<file path="config.mk">
export PLATFORM = sky130hd
export DESIGN_NAME = rf_host_arbiter
export DESIGN_NICKNAME = d
export VERILOG_FILES = /design/src/rtl/rf_host_arbiter_pkg.sv /design/src/rtl/rf_host_arbiter_port_mux.sv /design/src/rtl/rf_host_arbiter.sv
export SDC_FILE = /design/constraint.sdc
export NUM_CORES = 1
export LEC_CHECK = 0
export BUFFER_PORTS_ARGS = -buffer_cell sky130_fd_sc_hd__buf_2
export CORE_AREA = 2 2 136 138
export CTS_CLUSTER_DIAMETER = 100
export DETAILED_ROUTE_END_ITERATION = 10
export DIE_AREA = 0 0 138 140
export PLACE_DENSITY = 0.69
export SYNTH_ARGS = -nofsm -noshare
export SYNTH_HDL_FRONTEND = slang
export SYNTH_HIERARCHICAL = 1
export SYNTH_SLANG_ARGS = --single-unit
</file>
<file path="constraint.sdc">
create_clock -name clk -period 2.59 [get_ports clk]
set_clock_uncertainty 0.05 [all_clocks]
set_input_delay 0.1295 -clock clk [delete_from_list [all_inputs] [get_ports clk]]
set_output_delay 0.1295 -clock clk [all_outputs]
set_load 0.01 [all_outputs]
</file>
<file path="src/rtl/rf_host_arbiter_pkg.sv">
// Shared definitions for the register-file host/pipeline arbiter.
// State encoding, default widths and wait-counter width.
package rf_host_arbiter_pkg;

    localparam int DATA_W_DEF = 64;
    localparam int ADDR_W_DEF = 4;
    localparam int CNT_W      = 8;

    localparam logic [1:0] ST_IDLE  = 2'd0;
    localparam logic [1:0] ST_WAIT  = 2'd1;
    localparam logic [1:0] ST_FORCE = 2'd2;
    localparam logic [1:0] ST_ACK   = 2'd3;

endpackage

</file>
<file path="src/rtl/rf_host_arbiter_port_mux.sv">
// Register-file port steering between pipeline and host.
// Pure combinational; grants come from the arbiter FSM.
module rf_host_arbiter_port_mux #(
    parameter int DATA_W = 64,
    parameter int ADDR_W = 4
) (
    input  logic              host_wr_gnt,
    input  logic              host_rd_gnt,
    input  logic [ADDR_W-1:0] cmd_addr,
    input  logic [DATA_W-1:0] cmd_wdata,
    input  logic              wb_en,
    input  logic [ADDR_W-1:0] wb_addr,
    input  logic [DATA_W-1:0] wb_data,
    input  logic [ADDR_W-1:0] pipe_r0addr,
    output logic              rf_wena,
    output logic [ADDR_W-1:0] rf_waddr,
    output logic [DATA_W-1:0] rf_wdata,
    output logic [ADDR_W-1:0] rf_r0addr
);

    // Host takes a port only in its granted cycle; otherwise pipeline passes through
    always_comb begin
        rf_wena   = wb_en;
        rf_waddr  = wb_addr;
        rf_wdata  = wb_data;
        rf_r0addr = pipe_r0addr;
        if (host_wr_gnt) begin
            rf_wena  = 1'b1;
            rf_waddr = cmd_addr;
            rf_wdata = cmd_wdata;
        end
        if (host_rd_gnt) begin
            rf_r0addr = cmd_addr;
        end
    end

endmodule

</file>
<file path="src/rtl/rf_host_arbiter.sv">
// Shares the RF write port and read port 0 between pipeline and host.
// Pipeline has priority; a starvation counter forces a one-cycle stall.
module rf_host_arbiter
    import rf_host_arbiter_pkg::*;
#(
    parameter int DATA_W       = DATA_W_DEF,
    parameter int ADDR_W       = ADDR_W_DEF,
    parameter int STARVE_LIMIT = 8
) (
    input  logic              clk,
    input  logic              rst_n,
    input  logic              wb_en,
    input  logic [ADDR_W-1:0] wb_addr,
    input  logic [DATA_W-1:0] wb_data,
    input  logic              pipe_rd_active,
    input  logic [ADDR_W-1:0] pipe_r0addr,
    output logic              pipe_stall,
    input  logic              host_req,
    input  logic              host_we,
    input  logic [ADDR_W-1:0] host_addr,
    input  logic [DATA_W-1:0] host_wdata,
    output logic              host_ack,
    output logic [DATA_W-1:0] host_rdata,
    output logic              host_busy,
    output logic              proto_err,
    output logic              rf_wena,
    output logic [ADDR_W-1:0] rf_waddr,
    output logic [DATA_W-1:0] rf_wdata,
    output logic [ADDR_W-1:0] rf_r0addr,
    input  logic [DATA_W-1:0] rf_r0data
);

    localparam logic [CNT_W-1:0] LAST_WAIT = CNT_W'(STARVE_LIMIT - 1);

    logic [1:0]        state_q, state_d;
    logic              cmd_we_q, cmd_we_d;
    logic [ADDR_W-1:0] cmd_addr_q, cmd_addr_d;
    logic [DATA_W-1:0] cmd_wdata_q, cmd_wdata_d;
    logic [CNT_W-1:0]  wait_cnt_q, wait_cnt_d;
    logic [DATA_W-1:0] host_rdata_q, host_rdata_d;
    logic              proto_err_q, proto_err_d;

    logic in_wait;
    logic in_force;
    logic slot_free;
    logic grant;
    logic wr_gnt;
    logic rd_gnt;

    assign in_wait   = (state_q == ST_WAIT);
    assign in_force  = (state_q == ST_FORCE);
    assign slot_free = cmd_we_q ? ~wb_en : ~pipe_rd_active;
    assign grant     = (in_wait & slot_free) | in_force;
    // A pipeline write that ignores the stall keeps the port
    assign wr_gnt    = grant & cmd_we_q & ~wb_en;
    assign rd_gnt    = grant & ~cmd_we_q;

    assign pipe_stall = in_force;
    assign host_ack   = (state_q == ST_ACK);
    assign host_busy  = (state_q != ST_IDLE);
    assign host_rdata = host_rdata_q;
    assign proto_err  = proto_err_q;

    rf_host_arbiter_port_mux #(
        .DATA_W (DATA_W),
        .ADDR_W (ADDR_W)
    ) u_mux (
        .host_wr_gnt (wr_gnt),
        .host_rd_gnt (rd_gnt),
        .cmd_addr    (cmd_addr_q),
        .cmd_wdata   (cmd_wdata_q),
        .wb_en       (wb_en),
        .wb_addr     (wb_addr),
        .wb_data     (wb_data),
        .pipe_r0addr (pipe_r0addr),
        .rf_wena     (rf_wena),
        .rf_waddr    (rf_waddr),
        .rf_wdata    (rf_wdata),
        .rf_r0addr   (rf_r0addr)
    );

    // Command latch, wait counting and state sequencing
    always_comb begin
        state_d     = state_q;
        cmd_we_d    = cmd_we_q;
        cmd_addr_d  = cmd_addr_q;
        cmd_wdata_d = cmd_wdata_q;
        wait_cnt_d  = wait_cnt_q;
        case (state_q)
            ST_IDLE: begin
                if (host_req) begin
                    cmd_we_d    = host_we;
                    cmd_addr_d  = host_addr;
                    cmd_wdata_d = host_wdata;
                    wait_cnt_d  = '0;
                    state_d     = ST_WAIT;
                end
            end
            ST_WAIT: begin
                if (slot_free) begin
                    state_d = ST_ACK;
                end else if (wait_cnt_q == LAST_WAIT) begin
                    state_d = ST_FORCE;
                end else begin
                    wait_cnt_d = wait_cnt_q + 1'b1;
                end
            end
            ST_FORCE: state_d = ST_ACK;
            default:  state_d = ST_IDLE;
        endcase
    end

    // Read capture at grant (x0 reads as zero) and sticky contract error
    always_comb begin
        host_rdata_d = host_rdata_q;
        if (rd_gnt) begin
            host_rdata_d = (cmd_addr_q == '0) ? '0 : rf_r0data;
        end
        proto_err_d = proto_err_q | (in_force & (wb_en | pipe_rd_active));
    end

    // State registers
    always_ff @(posedge clk or negedge rst_n) begin
        if (!rst_n) begin
            state_q      <= ST_IDLE;
            cmd_we_q     <= 1'b0;
            cmd_addr_q   <= '0;
            cmd_wdata_q  <= '0;
            wait_cnt_q   <= '0;
            host_rdata_q <= '0;
            proto_err_q  <= 1'b0;
        end else begin
            state_q      <= state_d;
            cmd_we_q     <= cmd_we_d;
            cmd_addr_q   <= cmd_addr_d;
            cmd_wdata_q  <= cmd_wdata_d;
            wait_cnt_q   <= wait_cnt_d;
            host_rdata_q <= host_rdata_d;
            proto_err_q  <= proto_err_d;
        end
    end

endmodule

</file>
== Yosys cells after proc, flatten, opt, wreduce, memory -nomap -nowiden ==
Index checks and enable logic that the tools add are counted.

* Flip-flop bits (word level): 144
* Latch bits: 0
* RAM bits: 0
* Memory bits (read-only): 0
* Input bits: 210
* Output and inout port bits: 141
* Logic and storage cells: 48
* Memories: 0

* $add $sub $neg: 1
* Multipliers: 0
* Divide/modulo/power cells: 0
* Order comparisons: 0
* Equality and inequality tests: 8
* Shift-type cells: 0
* Mux-type cells: 14
* Bitwise operators: 11
* Reduce and logical (&&, ||, !) cells: 7

{| class="wikitable"
|+ Operator list
! cell !! number
|-
| 64-bit 2-to-1 mux || 2
|-
| 8-bit 2-to-1 mux || 3
|-
| 8-bit one-hot mux with 2 select lines || 1
|-
| 8-bit by 1-bit adder with 8-bit output (second input constant) || 1
|-
| 8-bit by 3-bit equality test with 1-bit output (second input constant) || 1
|-
| 4-bit 2-to-1 mux || 2
|-
| 2-bit 2-to-1 mux || 3
|-
| 2-bit != test (second input constant) || 3
|-
| 2-bit one-hot mux with 3 select lines || 1
|-
| 1-bit AND || 5
|-
| 2-bit equality test (second input constant) || 2
|-
| 4-bit logical NOT || 1
|-
| 2-bit AND reduction || 2
|-
| 4-bit AND reduction || 1
|-
| 2-bit nonzero test || 2
|-
| 3-bit by 1-bit != test with 1-bit output (second input constant) || 1
|-
| 1-bit inverter || 3
|-
| 1-bit OR || 3
|-
| 2-bit by 1-bit equality test with 1-bit output (second input constant) || 1
|-
| 2-bit logical NOT || 1
|-
| 1-bit 2-to-1 mux || 2
|}

== Longest topological paths before layout ==
* Word-level depth: 7
* Depth in mapped cells: 9
* Depth with buffers taken out: 6

== By module ==
The synthesis kept the hierarchy.

{| class="wikitable"
|+ Modules (own cells, without submodules)
! module !! times used !! cells each !! area an instance (um2) !! sequential area each (um2)
|-
| rf_host_arbiter || 1 || 511 || 5868.1 || 3603.5
|-
| rf_host_arbiter_port_mux || 1 || 81 || 909.6 || 0.0
|}

== Least setup slack after synthesis ==
Ideal clock, no wire load.

* Path kind: register to output
* Start point: register state_q[1]
* End point: output port rf_waddr[0]
* Arrival time: 1850 ps
* Data required time: 2411 ps
* Path slack: 560 ps
* Cell stages (with the launch flop): 10
* Path buffers: 4
* Path through: dfrtp_1 > inv_1 > ha_1 > buf_2 > nor2_1 > nor3b_1 > buf_6 > buf_6 > buf_6 > mux2_4

* Word-level cells in the longest chain between the ends: 6
* Elaborated cells on any way between the ends: 7
* Classes of those cells: eq/ne: 2; mux: 1; bitwise: 4

{| class="wikitable"
|+ RTL lines
! item !! line !! RTL
|-
| from (decl) || rf_host_arbiter.sv:35 || <nowiki>logic [1:0] state_q, state_d;</nowiki>
|-
| from (signal assigned) || rf_host_arbiter.sv:133 || <nowiki>state_q <= state_d;</nowiki>
|-
| 2-bit by 1-bit equality test with 1-bit output || rf_host_arbiter.sv:50 || <nowiki>assign in_wait = (state_q == ST_WAIT);</nowiki>
|-
| 1-bit AND || rf_host_arbiter.sv:53 || <nowiki>assign grant = (in_wait & slot_free) | in_force;</nowiki>
|-
| 1-bit OR (*) || rf_host_arbiter.sv:53 ||
|-
| 1-bit AND (*) (2 in a row) || rf_host_arbiter.sv:55 || <nowiki>assign wr_gnt = grant & cmd_we_q & ~wb_en;</nowiki>
|-
| named net wr_gnt || rf_host_arbiter.sv:47 || <nowiki>logic wr_gnt;</nowiki>
|-
| 4-bit 2-to-1 mux (*) || rf_host_arbiter_port_mux.sv:27 || <nowiki>if (host_wr_gnt) begin</nowiki>
|-
| to (decl) || rf_host_arbiter.sv:27 || <nowiki>output logic [ADDR_W-1:0] rf_waddr,</nowiki>
|}

Mark *: on every way through the listed nets, which the timed path passes. The rest lies on a longest branch.

== Worst setup path after layout ==
* Start point: register state_q[0]
* End point: output port rf_wdata[41]

* Word-level cells in the longest chain between the ends: 6
* Elaborated cells on any way between the ends: 7
* Classes of those cells: eq/ne: 2; mux: 1; bitwise: 4

{| class="wikitable"
|+ RTL lines
! item !! line !! RTL
|-
| 2-bit by 1-bit equality test with 1-bit output || rf_host_arbiter.sv:50 ||
|-
| 1-bit AND || rf_host_arbiter.sv:53 ||
|-
| 1-bit OR (*) || rf_host_arbiter.sv:53 ||
|-
| 1-bit AND (*) (2 in a row) || rf_host_arbiter.sv:55 ||
|-
| named net wr_gnt || rf_host_arbiter.sv:47 ||
|-
| 64-bit 2-to-1 mux (*) || rf_host_arbiter_port_mux.sv:27 ||
|-
| to (decl) || rf_host_arbiter.sv:28 || <nowiki>output logic [DATA_W-1:0] rf_wdata,</nowiki>
|}

Marks and branches as above.

==> metrics.csv <==
metric;value;unit
hp-class;in -> reg;
place_ws;0.456;ns
rows;49;
grt_pass1_vias;6395;
layout_setup_ws;0.113;ns
crit_slowest_cell;dfrtp_1;
track_usage;21.6;%
numPortBuffers;350;
core_area;0.0178;sq mm
routedWlPerCell;16.2;um
ios;351;
grt_pass1_wl;33200;um
r2r-start;state_q[0]$_DFFE_PN0P_;
status;finished clean;
worstMarginPinSlew;0.516;ns
globalRouteOverflowTotal;0;
crit_required;2.41;ns
synth_nets;808;
fmax;404;MHz
synth_edf_count;0;
dp_hpwl;14600;um
reg2regPathDepth;6;
cp-startpoint;state_q[0]$_DFFE_PN0P_;
synthArstFlopShare;100;%
finalNetCount;1288;
final_cell_area;0.0108;sq mm
synthesis.area;0.00678;sq mm
r2r_end;host_rdata[19]$_DFFE_PN0P_;
htreeDepth;4;
die_height;140;um
power.leakage;5.42;nW
critPathCaptureType;primary output;
fin_total_pwr;11.2;mW
dr.pass1.iters;4;
grt_max_degree;129;
finalWeightedCongestion;0.868;
clkSinkCount;144;
synth.distinct_cells;43;
drv_slew;0;
final_hold_viol_count;0;
avgSynthCellArea;11.4;sq um
critPathArrivalTime;2.30;ns
drtIter0Drc;214;
fillCellCount;1435;
cts_tree;done;
fin_util;60.7;%
yosysTopAreaCell;dfrtp_1;
path_clk_slew;0.06;ns
final.min_clock_period;2.48;ns
yosys_register_bits;144;
crit_end;rf_wdata[41];
antenna_found_initial;1;
die_width;138;um
synth_area_leaders;dfrtp_1 53%, mux2_2 22%, nand2_1 7.6%;
numCtsBuffers;17;
critPathMaxStageDelay;0.44;ns
reg2reg_slack;0.53;ns
yosys_most_used_dff;dfrtp_1;
place_area;0.00878;sq mm
slew-limit-headroom;65.6;%
drive_above_1_share;50.9;%
yosysSeqAreaShare;53.2;%
ir_worst_vdd;636;uV
areaGrowthSynthToFinish;59.1;%
finalCritPeriodShare;95.6;%
drt-vias-per-instance;4.75;
power_density;1040;mW/mm^2
crit_fanout;32;
critical_path.cell_chain;inv_2 -> ha_1 -> nor2_1 -> nor3b_4 -> buf_4 -> clkbuf_16 -> mux2_2 -> buf_2;
dieArea;0.0193;sq mm
antenna_left;0;
max_cap_violations;0;
ys_warn_count;6;
wl;21300;um
vias;6247;
setup_viol;0;
yosysTopAreaCellShare;53.2;%
start_util;38.1;%
crit_type;reg -> out;
clockBufferDepth;2;
synthCells;592;
drcViolationCount;0;
start_kind;register;
fin_setup_tns;0;ns
cts_root_buf;clkbuf_16;
insertion_delay;0.43;ns
==> state kept, by name, summed over array words and instances (netlist names) <==
name	count
cmd_we_q	1
state_q	2
cmd_addr_q	4
host_rdata	64
cmd_wdata_q	64
proto_err	1
wait_cnt_q	8
==> cell usage in the layout (no fill, tap or decap), types with 2 or more instances in the layout <==
| master | n |
|---|---|
| buf_2 | 349 |
| dfrtp_1 | 144 |
| nand2_1 | 137 |
| dlygate4sd3_1 | 134 |
| mux2_2 | 132 |
| o21ai_0 | 65 |
| clkbuf_16 | 18 |
| mux2_4 | 11 |
| buf_4 | 10 |
| ha_1 | 6 |
| inv_8 | 6 |
| nor2_1 | 5 |
| inv_6 | 5 |
| nand3_1 | 4 |
| o21ai_1 | 4 |
| buf_12 | 4 |
| inv_2 | 3 |
| inv_1 | 3 |
| nand2b_1 | 3 |
| o211ai_1 | 3 |
| mux2i_1 | 3 |
| nand2_2 | 2 |
| a21o_1 | 2 |
| o22a_1 | 2 |
| a21oi_1 | 2 |
| nand3b_1 | 2 |
| bufinv_16 | 2 |
==> cells by family after synthesis <==
group                      share of synthesized area, %
and+or+nand+nor                                    10.5
buffers and inverters                              3.36
adders and majority gates                          1.11
AOI/OAI and AO/OA                                  7.09
muxes                                              24.8
DFF                                                53.2
==> worst max-delay path: cells and delay by family, from the launching register on <==
kind	cells	cell delay, ns
buffers and inverters	4	0.64
multiplexers	1	0.36
adder cells (fa/ha/maj)	1	0.16
AND/OR/NAND/NOR	2	0.25
flip-flops	1	0.44
==> worst min path at each step <==
stage / from / to / cells past startpoint
finish: pipe_rd_active / proto_err$_DFF_PN0_ / 3
detailed placement: rst_n / host_rdata[10]$_DFFE_PN0P_ / 1
CTS: pipe_rd_active / proto_err$_DFF_PN0_ / 3
floorplan: rst_n / cmd_addr_q[0]$_DFFE_PN0P_ / 0
global route: pipe_rd_active / proto_err$_DFF_PN0_ / 3
global placement: rst_n / host_rdata[10]$_DFFE_PN0P_ / 1
==> final cells by class <==
cell class / instances / area, sq um / share of cell area [%]
Sequential cell: 144 / 3600 / 33.4
Timing Repair Buffer: 499 / 3280 / 30.4
Multi-Input combinational cell: 404 / 2970 / 27.6
Clock buffer: 17 / 425 / 3.94
Tap cell: 229 / 287 / 2.66
Clock inverter: 15 / 193 / 1.79
Inverter: 6 / 22.5 / 0.209
Antenna cell: 1 / 2.50 / 0.0232
==> synth_stat cells, types with 2 or more instances <==
library cell / instances
o21ai_0: 65
buf_6: 3
o22a_1: 2
o21ai_1: 4
ha_1: 6
mux2_2: 132
clkbuf_1: 5
inv_1: 6
a21o_1: 2
mux2i_1: 3
nand2_1: 138
a21oi_1: 2
nor2_1: 5
dfrtp_1: 144
or4_1: 2
mux2_4: 11
buf_2: 28
nand2b_1: 3
o211ai_1: 3
nand3b_1: 2
nand3_1: 4
==> per-stage QoR <==
| step | cells | hold WS [ns] |
|---|---|---|
| floorplan | 592 | -0.216 |
| global placement | 1145 | 0.0703 |
| detailed placement | 1145 | 0.0662 |
| CTS | 1311 | 0.0130 |
| global route | 1315 | 0.0489 |
| finish | 1315 | 0.00323 |
==> routing by layer <==
layer  global-route usage [%]  vias up  part of all wire [%]
li1                         -     2999                     -
met2                     38.1      220                    52
met3                     5.03       56                   5.0
met1                     25.2     2972                    40
met4                     9.13        0                   3.4
met5                        0        -                     0
==> report_power, final <==
part | internal [mW] | switching, mW
registers | 3.33 | 0.668
logic | 2.27 | 2.35
clock network | 1.48 | 1.13
total | 7.09 | 4.15
==> what timing repair did <==
| action | CTS | global route |
|---|---|---|
| pin swaps | 0 | 1 |
| endpoints found under the setup margin | 20 | 67 |
| hold endpoints to repair | 185 | 0 |
| setup buffers | 0 | 2 |
| resized for setup | 2 | 6 |
| cloned | 0 | 1 |
| hold buffers | 134 | 0 |
Power figures use the tool's default switching activity.
